<file path="src/rtl/oisc_bus_pkg.sv">
`timescale 1ns/1ps
`default_nettype none
// ------------------------------------------------------------------
// oisc_bus_pkg : shared bus region map, state encoding, address decode
// Rev 1.0
// ------------------------------------------------------------------
package oisc_bus_pkg;

  localparam logic [15:0] MEM_REGION_MASK = 16'hFC00;
  localparam logic [15:0] ALU_BASE        = 16'h8000;
  localparam int unsigned ALU_SPAN        = 8;
  localparam logic [15:0] ALU_MASK        = ~(16'(ALU_SPAN) - 16'd1);

  typedef enum logic [1:0] {REG_MEM, REG_ALU, REG_EXT} region_e;

  typedef enum logic [2:0] {IDLE, ACCESS, WAIT, CAPTURE, RESP} state_e;

  function automatic region_e decode_region(input logic [15:0] addr);
    if ((addr & MEM_REGION_MASK) == 16'h0000) begin
      return REG_MEM;
    end else if ((addr & ALU_MASK) == ALU_BASE) begin
      return REG_ALU;
    end else begin
      return REG_EXT;
    end
  endfunction

endpackage
`default_nettype wire

</file>
<file path="src/rtl/oisc_addr_decode.sv">
`timescale 1ns/1ps
`default_nettype none
// ------------------------------------------------------------------
// oisc_addr_decode : 16-bit word address to bus region
// Rev 1.0
// ------------------------------------------------------------------
module oisc_addr_decode
  import oisc_bus_pkg::*;
(
  input  logic [15:0] addr,
  output region_e     region
);

  assign region = decode_region(addr);

endmodule
`default_nettype wire

</file>
<file path="src/rtl/oisc_bus_arbiter.sv">
`timescale 1ns/1ps
`default_nettype none
// ------------------------------------------------------------------
// oisc_bus_arbiter : two-master round-robin arbiter and access sequencer
// Rev 1.0 | optional ext_ack timeout: OISC_ARB_TIMEOUT_EN
// ------------------------------------------------------------------
module oisc_bus_arbiter
  import oisc_bus_pkg::*;
#(
  parameter int unsigned TIMEOUT_CYCLES = 64,
  parameter int unsigned MEM_AW         = 10
) (
  input  logic              clk,
  input  logic              rst,
  input  logic              m0_req,
  input  logic              m0_we,
  input  logic [15:0]       m0_addr,
  input  logic [15:0]       m0_wdata,
  output logic [15:0]       m0_rdata,
  output logic              m0_rdy,
  input  logic              m1_req,
  input  logic              m1_we,
  input  logic [15:0]       m1_addr,
  input  logic [15:0]       m1_wdata,
  output logic [15:0]       m1_rdata,
  output logic              m1_rdy,
  output logic              mem_en,
  output logic              mem_we,
  output logic [MEM_AW-1:0] mem_addr,
  output logic [15:0]       mem_wdata,
  input  logic [15:0]       mem_rdata,
  output logic              alu_en,
  output logic              alu_we,
  output logic [2:0]        alu_addr,
  output logic [15:0]       alu_wdata,
  input  logic [15:0]       alu_rdata,
  output logic              ext_req,
  output logic              ext_we,
  output logic [15:0]       ext_addr,
  output logic [15:0]       ext_wdata,
  input  logic [15:0]       ext_rdata,
  input  logic              ext_ack,
  output logic [1:0]        grant,
  output logic              err
);

  state_e              state_q, state_d;
  region_e             region_q, region_d;
  logic [1:0]          grant_q, grant_d;
  logic                last_q, last_d;
  logic                we_q, we_d;
  logic                m0_rdy_q, m0_rdy_d, m1_rdy_q, m1_rdy_d;
  logic [15:0]         m0_rdata_q, m0_rdata_d, m1_rdata_q, m1_rdata_d;
  logic                mem_en_q, mem_en_d, mem_we_q, mem_we_d;
  logic [MEM_AW-1:0]   mem_addr_q, mem_addr_d;
  logic [15:0]         mem_wdata_q, mem_wdata_d;
  logic                alu_en_q, alu_en_d, alu_we_q, alu_we_d;
  logic [2:0]          alu_addr_q, alu_addr_d;
  logic [15:0]         alu_wdata_q, alu_wdata_d;
  logic                ext_req_q, ext_req_d, ext_we_q, ext_we_d;
  logic [15:0]         ext_addr_q, ext_addr_d, ext_wdata_q, ext_wdata_d;

  logic                pick_m1;
  logic                sel_we;
  logic [15:0]         sel_addr, sel_wdata;
  region_e             sel_region;
  logic                done;
  logic [15:0]         done_data;

`ifdef OISC_ARB_TIMEOUT_EN
  localparam int unsigned CNT_W = $clog2(TIMEOUT_CYCLES + 1);
  logic [CNT_W-1:0]    cnt_q, cnt_d;
  logic                err_q, err_d;
  logic                expired;
  // cnt_q holds the number of ext_req cycles already completed
  assign expired = (cnt_q >= CNT_W'(TIMEOUT_CYCLES - 1));
  assign err     = err_q;
`else
  assign err     = 1'b0;
`endif

  // last_q = 1 means m1 was served last, so m0 wins the next tie
  assign pick_m1   = m1_req & (~m0_req | ~last_q);
  assign sel_we    = pick_m1 ? m1_we    : m0_we;
  assign sel_addr  = pick_m1 ? m1_addr  : m0_addr;
  assign sel_wdata = pick_m1 ? m1_wdata : m0_wdata;

  oisc_addr_decode u_decode (
    .addr   (sel_addr),
    .region (sel_region)
  );

  always_comb begin
    state_d     = state_q;
    region_d    = region_q;
    grant_d     = grant_q;
    last_d      = last_q;
    we_d        = we_q;
    m0_rdy_d    = 1'b0;
    m1_rdy_d    = 1'b0;
    m0_rdata_d  = m0_rdata_q;
    m1_rdata_d  = m1_rdata_q;
    mem_en_d    = 1'b0;
    mem_we_d    = 1'b0;
    mem_addr_d  = mem_addr_q;
    mem_wdata_d = mem_wdata_q;
    alu_en_d    = 1'b0;
    alu_we_d    = 1'b0;
    alu_addr_d  = alu_addr_q;
    alu_wdata_d = alu_wdata_q;
    ext_req_d   = ext_req_q;
    ext_we_d    = ext_we_q;
    ext_addr_d  = ext_addr_q;
    ext_wdata_d = ext_wdata_q;
    done        = 1'b0;
    done_data   = 16'h0000;
`ifdef OISC_ARB_TIMEOUT_EN
    cnt_d       = cnt_q;
    err_d       = 1'b0;
`endif

    unique case (state_q)
      IDLE: begin
        if (m0_req | m1_req) begin
          state_d  = ACCESS;
          grant_d  = pick_m1 ? 2'b10 : 2'b01;
          last_d   = pick_m1;
          we_d     = sel_we;
          region_d = sel_region;
          unique case (sel_region)
            REG_MEM: begin
              mem_en_d    = 1'b1;
              mem_we_d    = sel_we;
              mem_addr_d  = sel_addr[MEM_AW-1:0];
              mem_wdata_d = sel_wdata;
            end
            REG_ALU: begin
              alu_en_d    = 1'b1;
              alu_we_d    = sel_we;
              alu_addr_d  = sel_addr[2:0];
              alu_wdata_d = sel_wdata;
            end
            default: begin
              ext_req_d   = 1'b1;
              ext_we_d    = sel_we;
              ext_addr_d  = sel_addr;
              ext_wdata_d = sel_wdata;
            end
          endcase
        end
      end
      ACCESS: begin
        state_d = (region_q == REG_EXT) ? WAIT : CAPTURE;
`ifdef OISC_ARB_TIMEOUT_EN
        cnt_d   = CNT_W'(1);
`endif
      end
      WAIT: begin
        if (ext_ack) begin
          done      = 1'b1;
          done_data = we_q ? 16'h0000 : ext_rdata;
          ext_req_d = 1'b0;
          ext_we_d  = 1'b0;
          state_d   = RESP;
        end
`ifdef OISC_ARB_TIMEOUT_EN
        else if (expired) begin
          done      = 1'b1;
          done_data = 16'hFFFF;
          err_d     = 1'b1;
          ext_req_d = 1'b0;
          ext_we_d  = 1'b0;
          state_d   = RESP;
        end else begin
          cnt_d = cnt_q + CNT_W'(1);
        end
`endif
      end
      CAPTURE: begin
        done      = 1'b1;
        done_data = we_q ? 16'h0000 :
                    (region_q == REG_ALU) ? alu_rdata : mem_rdata;
        state_d   = RESP;
      end
      RESP: begin
        grant_d = 2'b00;
        state_d = IDLE;
      end
      default: state_d = IDLE;
    endcase

    if (done) begin
      if (grant_q[1]) begin
        m1_rdy_d   = 1'b1;
        m1_rdata_d = done_data;
      end else begin
        m0_rdy_d   = 1'b1;
        m0_rdata_d = done_data;
      end
    end
  end

  always_ff @(posedge clk or posedge rst) begin
    if (rst) begin
      state_q     <= IDLE;
      region_q    <= REG_MEM;
      grant_q     <= 2'b00;
      last_q      <= 1'b1;
      we_q        <= 1'b0;
      m0_rdy_q    <= 1'b0;
      m1_rdy_q    <= 1'b0;
      m0_rdata_q  <= 16'h0000;
      m1_rdata_q  <= 16'h0000;
      mem_en_q    <= 1'b0;
      mem_we_q    <= 1'b0;
      mem_addr_q  <= '0;
      mem_wdata_q <= 16'h0000;
      alu_en_q    <= 1'b0;
      alu_we_q    <= 1'b0;
      alu_addr_q  <= 3'd0;
      alu_wdata_q <= 16'h0000;
      ext_req_q   <= 1'b0;
      ext_we_q    <= 1'b0;
      ext_addr_q  <= 16'h0000;
      ext_wdata_q <= 16'h0000;
`ifdef OISC_ARB_TIMEOUT_EN
      cnt_q       <= '0;
      err_q       <= 1'b0;
`endif
    end else begin
      state_q     <= state_d;
      region_q    <= region_d;
      grant_q     <= grant_d;
      last_q      <= last_d;
      we_q        <= we_d;
      m0_rdy_q    <= m0_rdy_d;
      m1_rdy_q    <= m1_rdy_d;
      m0_rdata_q  <= m0_rdata_d;
      m1_rdata_q  <= m1_rdata_d;
      mem_en_q    <= mem_en_d;
      mem_we_q    <= mem_we_d;
      mem_addr_q  <= mem_addr_d;
      mem_wdata_q <= mem_wdata_d;
      alu_en_q    <= alu_en_d;
      alu_we_q    <= alu_we_d;
      alu_addr_q  <= alu_addr_d;
      alu_wdata_q <= alu_wdata_d;
      ext_req_q   <= ext_req_d;
      ext_we_q    <= ext_we_d;
      ext_addr_q  <= ext_addr_d;
      ext_wdata_q <= ext_wdata_d;
`ifdef OISC_ARB_TIMEOUT_EN
      cnt_q       <= cnt_d;
      err_q       <= err_d;
`endif
    end
  end

  assign m0_rdy    = m0_rdy_q;
  assign m1_rdy    = m1_rdy_q;
  assign m0_rdata  = m0_rdata_q;
  assign m1_rdata  = m1_rdata_q;
  assign mem_en    = mem_en_q;
  assign mem_we    = mem_we_q;
  assign mem_addr  = mem_addr_q;
  assign mem_wdata = mem_wdata_q;
  assign alu_en    = alu_en_q;
  assign alu_we    = alu_we_q;
  assign alu_addr  = alu_addr_q;
  assign alu_wdata = alu_wdata_q;
  assign ext_req   = ext_req_q;
  assign ext_we    = ext_we_q;
  assign ext_addr  = ext_addr_q;
  assign ext_wdata = ext_wdata_q;
  assign grant     = grant_q;

endmodule
`default_nettype wire

</file>
<file path="config.mk">
export PLATFORM = sky130hd
export DESIGN_NAME = oisc_bus_arbiter
export DESIGN_NICKNAME = d
export VERILOG_FILES = /design/src/rtl/oisc_bus_pkg.sv /design/src/rtl/oisc_addr_decode.sv /design/src/rtl/oisc_bus_arbiter.sv
export SDC_FILE = /design/constraint.sdc
export NUM_CORES = 1
export LEC_CHECK = 0
export CAP_MARGIN = 0
export CORE_ASPECT_RATIO = 0.7
export CORE_MARGIN = 8
export CORE_UTILIZATION = 40
export DETAILED_ROUTE_END_ITERATION = 8
export MAX_ROUTING_LAYER = met4
export PLACE_DENSITY = 0.77
export SLEW_MARGIN = 15
export SYNTH_ARGS = -nofsm -noshare
export SYNTH_HDL_FRONTEND = slang
export SYNTH_SLANG_ARGS = --single-unit
</file>
<file path="constraint.sdc">
create_clock -name clk -period 3.65 [get_ports clk]
set_clock_uncertainty 0.1 [all_clocks]
set_input_delay 0.365 -clock clk [delete_from_list [all_inputs] [get_ports clk]]
set_output_delay 0.365 -clock clk [all_outputs]
set_load 0.05 [all_outputs]
</file>
==> results of run 1 <==
-- final cells by class --
class                   count  area (µm²)
flip-flops and latches    126        3150
fillers                  1186        5470
well taps                 195         244
multi-input cells         342        2720
repair buffers            250        2480
clock buffers              19         453
inverters                  10        41.3
clock inverters            13         213
-- kinds of logic (layout without fill, tap and decap cells) --
family,count (synthesis),after routing
buffers and inverters,57,292
flip-flops,126,126
AND/OR/NAND/NOR,112,112
multiplexers,89,89
AO/OA/AOI/OAI,140,140
other,1,1
-- power by group through the flow --
stage	registers [mW]	clock network [mW]	logic (mW)
after global placement	2.00	0	3.34
after floorplan	3.09	0	1.14
after global routing	2.04	1.99	3.60
final	2.00	1.89	3.40
after detailed placement	2.02	0	3.41
after CTS	2.00	1.92	3.43
-- state kept, by name, summed over array words and instances, names as in the netlist, 2 cells and up --
name       cells
mem_addr      10
mem_wdata     16
alu_addr       3
m1_rdata      16
m0_rdata      16
alu_wdata     16
ext_wdata     16
state_q        3
grant          2
region_q       2
ext_addr      16
-- cells in the final DEF (no fill, tap or decap), types with 5 or more instances in the layout --
| master | instances |
|---|---|
| clkdlybuf4s50_1 | 237 |
| dfrtp_1 | 125 |
| mux2_2 | 71 |
| nand2_1 | 45 |
| nor2_1 | 33 |
| o31ai_1 | 32 |
| a31oi_1 | 32 |
| a22oi_2 | 30 |
| a22oi_1 | 17 |
| clkbuf_16 | 17 |
| mux2_1 | 16 |
| buf_4 | 12 |
| inv_1 | 9 |
| nor4_1 | 6 |
| nor3_1 | 6 |
| o21ai_0 | 6 |
| bufinv_16 | 5 |
-- routing by layer --
metal	GRT usage (%)	up-vias
met5	-	-
met4	6.63	0
met3	7.02	26
met2	33.6	175
met1	26.0	2594
li1	-	2399
-- final timing paths --
kind                                  start             to  cells after the start
worst min register to register  m0_rdata[0]    m0_rdata[0]                      2
worst min-delay path                    rst         mem_we                      2
worst max-delay path            m0_addr[13]   ext_addr[13]                      5
min in group clk                m0_rdata[0]    m0_rdata[0]                      2
worst max register to register       last_q   mem_wdata[3]                      4
max in group asynchronous               rst  mem_wdata[15]                      3
-- stage by stage --
step / setup WS [ns] / util [%]
2_1_floorplan: 1.41 / -
3_3_place_gp: 0.634 / 58.4
3_5_place_dp: 0.542 / 58.4
4_1_cts: 0.947 / 62.9
5_1_grt: 0.844 / 63.0
6_report: 0.914 / 63.0
-- worst register-to-register path: cells and delay by family, from the launching register on --
kind	cells	cell delay, ns
compound gates	2	1.25
flops	1	0.56
mux	1	0.45
simple gates	1	0.16
==> flow_metrics.env, run 1 <==
export IMPL_outcome="finished clean"
export IMPL_critical_path_class="in2reg"
export IMPL_critPathArrivalTime_ns=2.96
export IMPL_yosys_area_top_type_share_pct=51.4
export IMPL_cts_buffer_depth=2
export IMPL_fp_row_count=37
export IMPL_placed_cell_area_um2=8630
export IMPL_leakagePower_nw=3.86
export IMPL_ys_seq_area_share_pct=51.8
export IMPL_dieArea_um2=19500
export IMPL_cp_start_kind="primary input"
export IMPL_cts_buffers=17
export IMPL_r2r_slack_ns=1.01
export IMPL_drv_slew=0
export IMPL_synth_compound_area_share_pct=18.9
export IMPL_drt_iter0_drc=280
export IMPL_syn_cell_area_um2=6090
export IMPL_route_met2_wl_um=9780
export IMPL_pwr_share_comb_pct=46.7
export IMPL_cap_violations=0
export IMPL_diodes=0
export IMPL_p_per_area_nw_per_um2=784
export IMPL_hold_viol=0
export IMPL_cp_max_fo=31
export IMPL_required_ns=3.87
export IMPL_path_buf_inv=1
export IMPL_portBuffers=237
export IMPL_ios=239
export IMPL_yosys_top_cells_count="dfrtp_1, mux2_2, nand2_1"
export IMPL_irDropWorstVdd_mv=0.429
export IMPL_vias=5194
export IMPL_grt_pass1_wl_um=31900
export IMPL_dp_cells=923
export IMPL_setup_viol=0
export IMPL_ys_flop_type="dfrtp_1"
export IMPL_wire_per_inst_um=21.3
export IMPL_worstMarginPinSlew_ns=1.10
export IMPL_grt_ovfl_total=0
export IMPL_coreArea_um2=14800
export IMPL_ys_ff_latch=126
export IMPL_antenna_found_initial=0
export IMPL_clockPowerShare_pct=25.9
export IMPL_cpLargestDelayFamily="simple AND/OR/NAND/NOR gates"
export IMPL_async_reset_ff_share_pct=100
export IMPL_grt_usage_pct=21.5
export IMPL_drt_total_wl_um=20300
export IMPL_hold_slack_ns=0.322
export IMPL_grt_pass1_vias=5642
export IMPL_synth_area_leaders="dfrtp_1, mux2_2, a22oi_2"
export IMPL_crit_chain="clkdlybuf4s50_1, or4_4, or3_1, a211o_2, a22oi_2"
export IMPL_cts_tree="yes"
export IMPL_relSlewSlack_pct=26.7
export IMPL_period_share_pct=75.0
export IMPL_clk_pin_slew_ns=0.06
export IMPL_netlist_instances=525
export IMPL_p_int_mw=4.22
export IMPL_pwr_share_seq_pct=27.4
export IMPL_cp_slowest_cell="a211o_2"
export IMPL_cts_root_buf="clkbuf_16"
export IMPL_finalInstanceArea_um2=9300
export IMPL_drtPass1Iterations=5
export IMPL_synth_top_cell_by_area="dfrtp_1"
export IMPL_synthDistinctLibCells=48
export IMPL_endpoint_kind="register"
export IMPL_synthMuxAreaShare_pct=16.4
export IMPL_synth_top_family_by_area="compound AO/OA/AOI/OAI gates"
export IMPL_swShare_pct=42.1
export IMPL_ys_warn_count=0
export IMPL_area_growth_pct=52.8
export IMPL_clk_latency_ns=0.41
export IMPL_synth_edff_count=0
export IMPL_synth_nets=644
export IMPL_drc=0
export IMPL_route_met3_wl_um=1680
export IMPL_post_cts_buffers=0
export IMPL_globalplace_congestion=0.809
export IMPL_dp_hpwl_um=15200
export IMPL_initial_utilization_pct=41.2
export IMPL_clkSinkCount=126
export IMPL_finalPower_mw=7.29
export IMPL_synth_xor_area_share_pct=0
export IMPL_antenna_left=0
export IMPL_holdBufCountCts=0
export IMPL_die_height_um=119
export IMPL_wl_met1_um=8550
export IMPL_hp_class="in2async"
export IMPL_finalCriticalPeriod_ns=2.74
export IMPL_htreeDepth=4
export IMPL_cpPeakStageDelay_ns=0.70
export IMPL_synthAdderAreaFrac_pct=0
export IMPL_power_switching_mw=3.07
export IMPL_routed_top_layer="met4"
export IMPL_layout_nets=866
export IMPL_drive_gt1_share_pct=21.1
export IMPL_final_cells=955
export IMPL_grt_max_degree=41
export IMPL_synthSimpleGateAreaFrac_pct=8.55
export IMPL_fmax_ghz=0.365
export IMPL_rsz0062_at_grt="false"
export IMPL_setup_tns_ns=0
export IMPL_synth_most_common_cell="dfrtp_1"
export IMPL_via_per_inst=5.44
export IMPL_syn_area_per_cell_um2=11.6
export IMPL_die_w_um=163
export IMPL_post_cts_resize_count=0
Power figures use the tool's default switching activity.
==> run 2, diff against run 1 <==
Clock period 3.65 ns to 2.4 ns, I/O delays scaled along.
==> run 2 against run 1 <==
Sequential share of layout area decreased by 1.0 points; worst hold slack got worse by 0.12 ns; count of clock-buffer cells in the layout decreased by 2; register-to-register slack got worse by 0.73 ns; sequential power increased by 50%; via count increased by 3.6%; first-iteration DRC count increased by 15%; largest cell class unchanged; combinational power increased by 57%; critical path depth increased by 1; utilization increased by 2.0 points; critical path type unchanged.
==> flow_metrics.env, run 2 (synthesis gave the netlist of run 1 again) <==
export IMPL_layout_nets=895
export IMPL_critical_path_class="in2reg"
export IMPL_grt_pass1_wl_um=31900
export IMPL_drive_gt1_share_pct=24.0
export IMPL_dieArea_um2=19500
export IMPL_coreArea_um2=14800
export IMPL_htreeDepth=4
export IMPL_outcome="finished clean"
export IMPL_clk_latency_ns=0.41
export IMPL_final_cells=984
export IMPL_r2r_cells=5
export IMPL_vias=5379
export IMPL_swShare_pct=41.9
export IMPL_nFillCells=1129
export IMPL_pwr_share_comb_pct=47.8
export IMPL_worstMarginPinSlew_ns=1.07
export IMPL_relSlewSlack_pct=28.3
export IMPL_die_w_um=163
export IMPL_route_met3_wl_um=1370
export IMPL_cp_slowest_cell="or4b_1"
export IMPL_hp_class="in2async"
export IMPL_cts_tree="yes"
export IMPL_r2r_start="state_q[2]"
export IMPL_holdBufCountCts=0
export IMPL_globalplace_congestion=0.846
export IMPL_route_met2_wl_um=9950
export IMPL_required_ns=2.59
export IMPL_fmax_ghz=0.448
export IMPL_period_share_pct=93.0
export IMPL_cpPeakStageDelay_ns=0.57
export IMPL_ios=239
export IMPL_grt_max_degree=45
export IMPL_diodes=0
export IMPL_placed_cell_area_um2=8930
export IMPL_power_switching_mw=4.69
export IMPL_p_int_mw=6.49
export IMPL_wire_per_inst_um=20.6
export IMPL_portBuffers=237
export IMPL_drv_slew=0
export IMPL_dp_cells=952
export IMPL_wl_met1_um=8420
export IMPL_finalCriticalPeriod_ns=2.23
export IMPL_drt_total_wl_um=20300
export IMPL_setup_ws_ns=0.167
export IMPL_cts_buffer_depth=2
export IMPL_finalInstanceArea_um2=9600
export IMPL_cts_buffers=17
export IMPL_finalPower_mw=11.2
export IMPL_drt_iter0_drc=322
export IMPL_leakagePower_nw=4.03
export IMPL_cp_max_fo=19
export IMPL_cts_root_buf="clkbuf_16"
export IMPL_fp_row_count=37
export IMPL_critPathArrivalTime_ns=2.42
export IMPL_grt_ovfl_total=0
export IMPL_layout_commonest_cell="clkdlybuf4s50_1"
export IMPL_routed_top_layer="met4"
export IMPL_reg2reg_to="alu_wdata[14]"
export IMPL_setup_viol=0
export IMPL_drtPass1Iterations=4
export IMPL_post_cts_resize_count=0
export IMPL_drc=0
export IMPL_area_growth_pct=57.6
export IMPL_post_cts_buffers=0
export IMPL_hold_slack_ns=0.200
export IMPL_via_per_inst=5.47
export IMPL_endpoint_kind="register"
export IMPL_setup_tns_ns=0
export IMPL_finalCoreUtilization_pct=65.0
export IMPL_cp_start_kind="primary input"
export IMPL_layout_common_cells="clkdlybuf4s50_1, dfrtp_1, mux2_2, nand2_1, buf_4"
export IMPL_grt_usage_pct=21.3
export IMPL_dp_hpwl_um=15600
export IMPL_grt_pass1_vias=5847
export IMPL_die_height_um=119
export IMPL_hold_viol=0
export IMPL_clockPowerShare_pct=25.5
export IMPL_clk_pin_slew_ns=0.06
export IMPL_antenna_found_initial=0
export IMPL_post_place_ws_ns=-0.278
export IMPL_crit_chain="clkdlybuf4s50_1, or4b_1, nor4_1, a22o_1, buf_12, mux2_2"
export IMPL_antenna_left=0
export IMPL_pwr_share_seq_pct=26.8
export IMPL_irDropWorstVdd_mv=0.585
export IMPL_initial_utilization_pct=41.2
export IMPL_r2r_slack_ns=0.28
export IMPL_cap_violations=0
export IMPL_rsz0062_at_grt="false"
export IMPL_clkSinkCount=126
export IMPL_p_per_area_nw_per_um2=1170
-- run 2: changes by cell type in the layout (fill, tap and decap cells not counted), moves of 2 or more --
cell,previous run,this run
inv_6,0,3
buf_12,1,8
clkbuf_8,2,0
buf_4,12,34
-- run 2: final cells by class --
class                      instances  area (µm²)  area share (%)
clock buffer                      17         425            4.43
clock inverter                    15         235            2.45
tap                              195         244            2.54
multi-input combinational        342        2710            28.2
sequential                       126        3150            32.9
timing repair buffer             279        2790            29.1
inverter                          10        41.3           0.430
-- run 2: critical path: cells and delay by family --
| kind | cells | cell delay, ns |
|---|---|---|
| buffers and inverters | 2 | 0.61 |
| and+or+nand+nor | 2 | 0.97 |
| muxes | 1 | 0.35 |
| AOI/OAI and AO/OA | 1 | 0.24 |
-- run 2: how the worst max path moves through the flow --
| stage | from | cells past startpoint | to | slack, ns |
|---|---|---|---|---|
| 6_report | m1_addr[6] | 6 | alu_wdata[14] | 0.17 |
| 5_1_grt | m1_addr[6] | 6 | alu_wdata[4] | 0.06 |
| 4_1_cts | m1_addr[6] | 6 | alu_wdata[14] | 0.16 |
| 3_5_place_dp | m1_addr[6] | 6 | alu_wdata[14] | -0.28 |
| 3_3_place_gp | m0_addr[6] | 6 | alu_wdata[10] | -0.19 |
| 2_1_floorplan | last_q | 5 | mem_addr[9] | 0.25 |
-- run 2: per-layer routing --
layer,global-route usage (%),vias up
met2,33.5,189
met3,6.16,34
li1,-,2460
met1,25.6,2696
met4,7.93,0
met5,-,-
-- run 2: power groups by stage --
stage          combinational, mW  clock [mW]  sequential [mW]
4_1_cts                     5.37        2.90             2.99
6_report                    5.34        2.85             2.99
5_1_grt                     5.63        2.99             3.05
3_5_place_dp                5.35           0             3.02
2_1_floorplan               1.74           0             4.70
3_3_place_gp                5.24           0             2.99
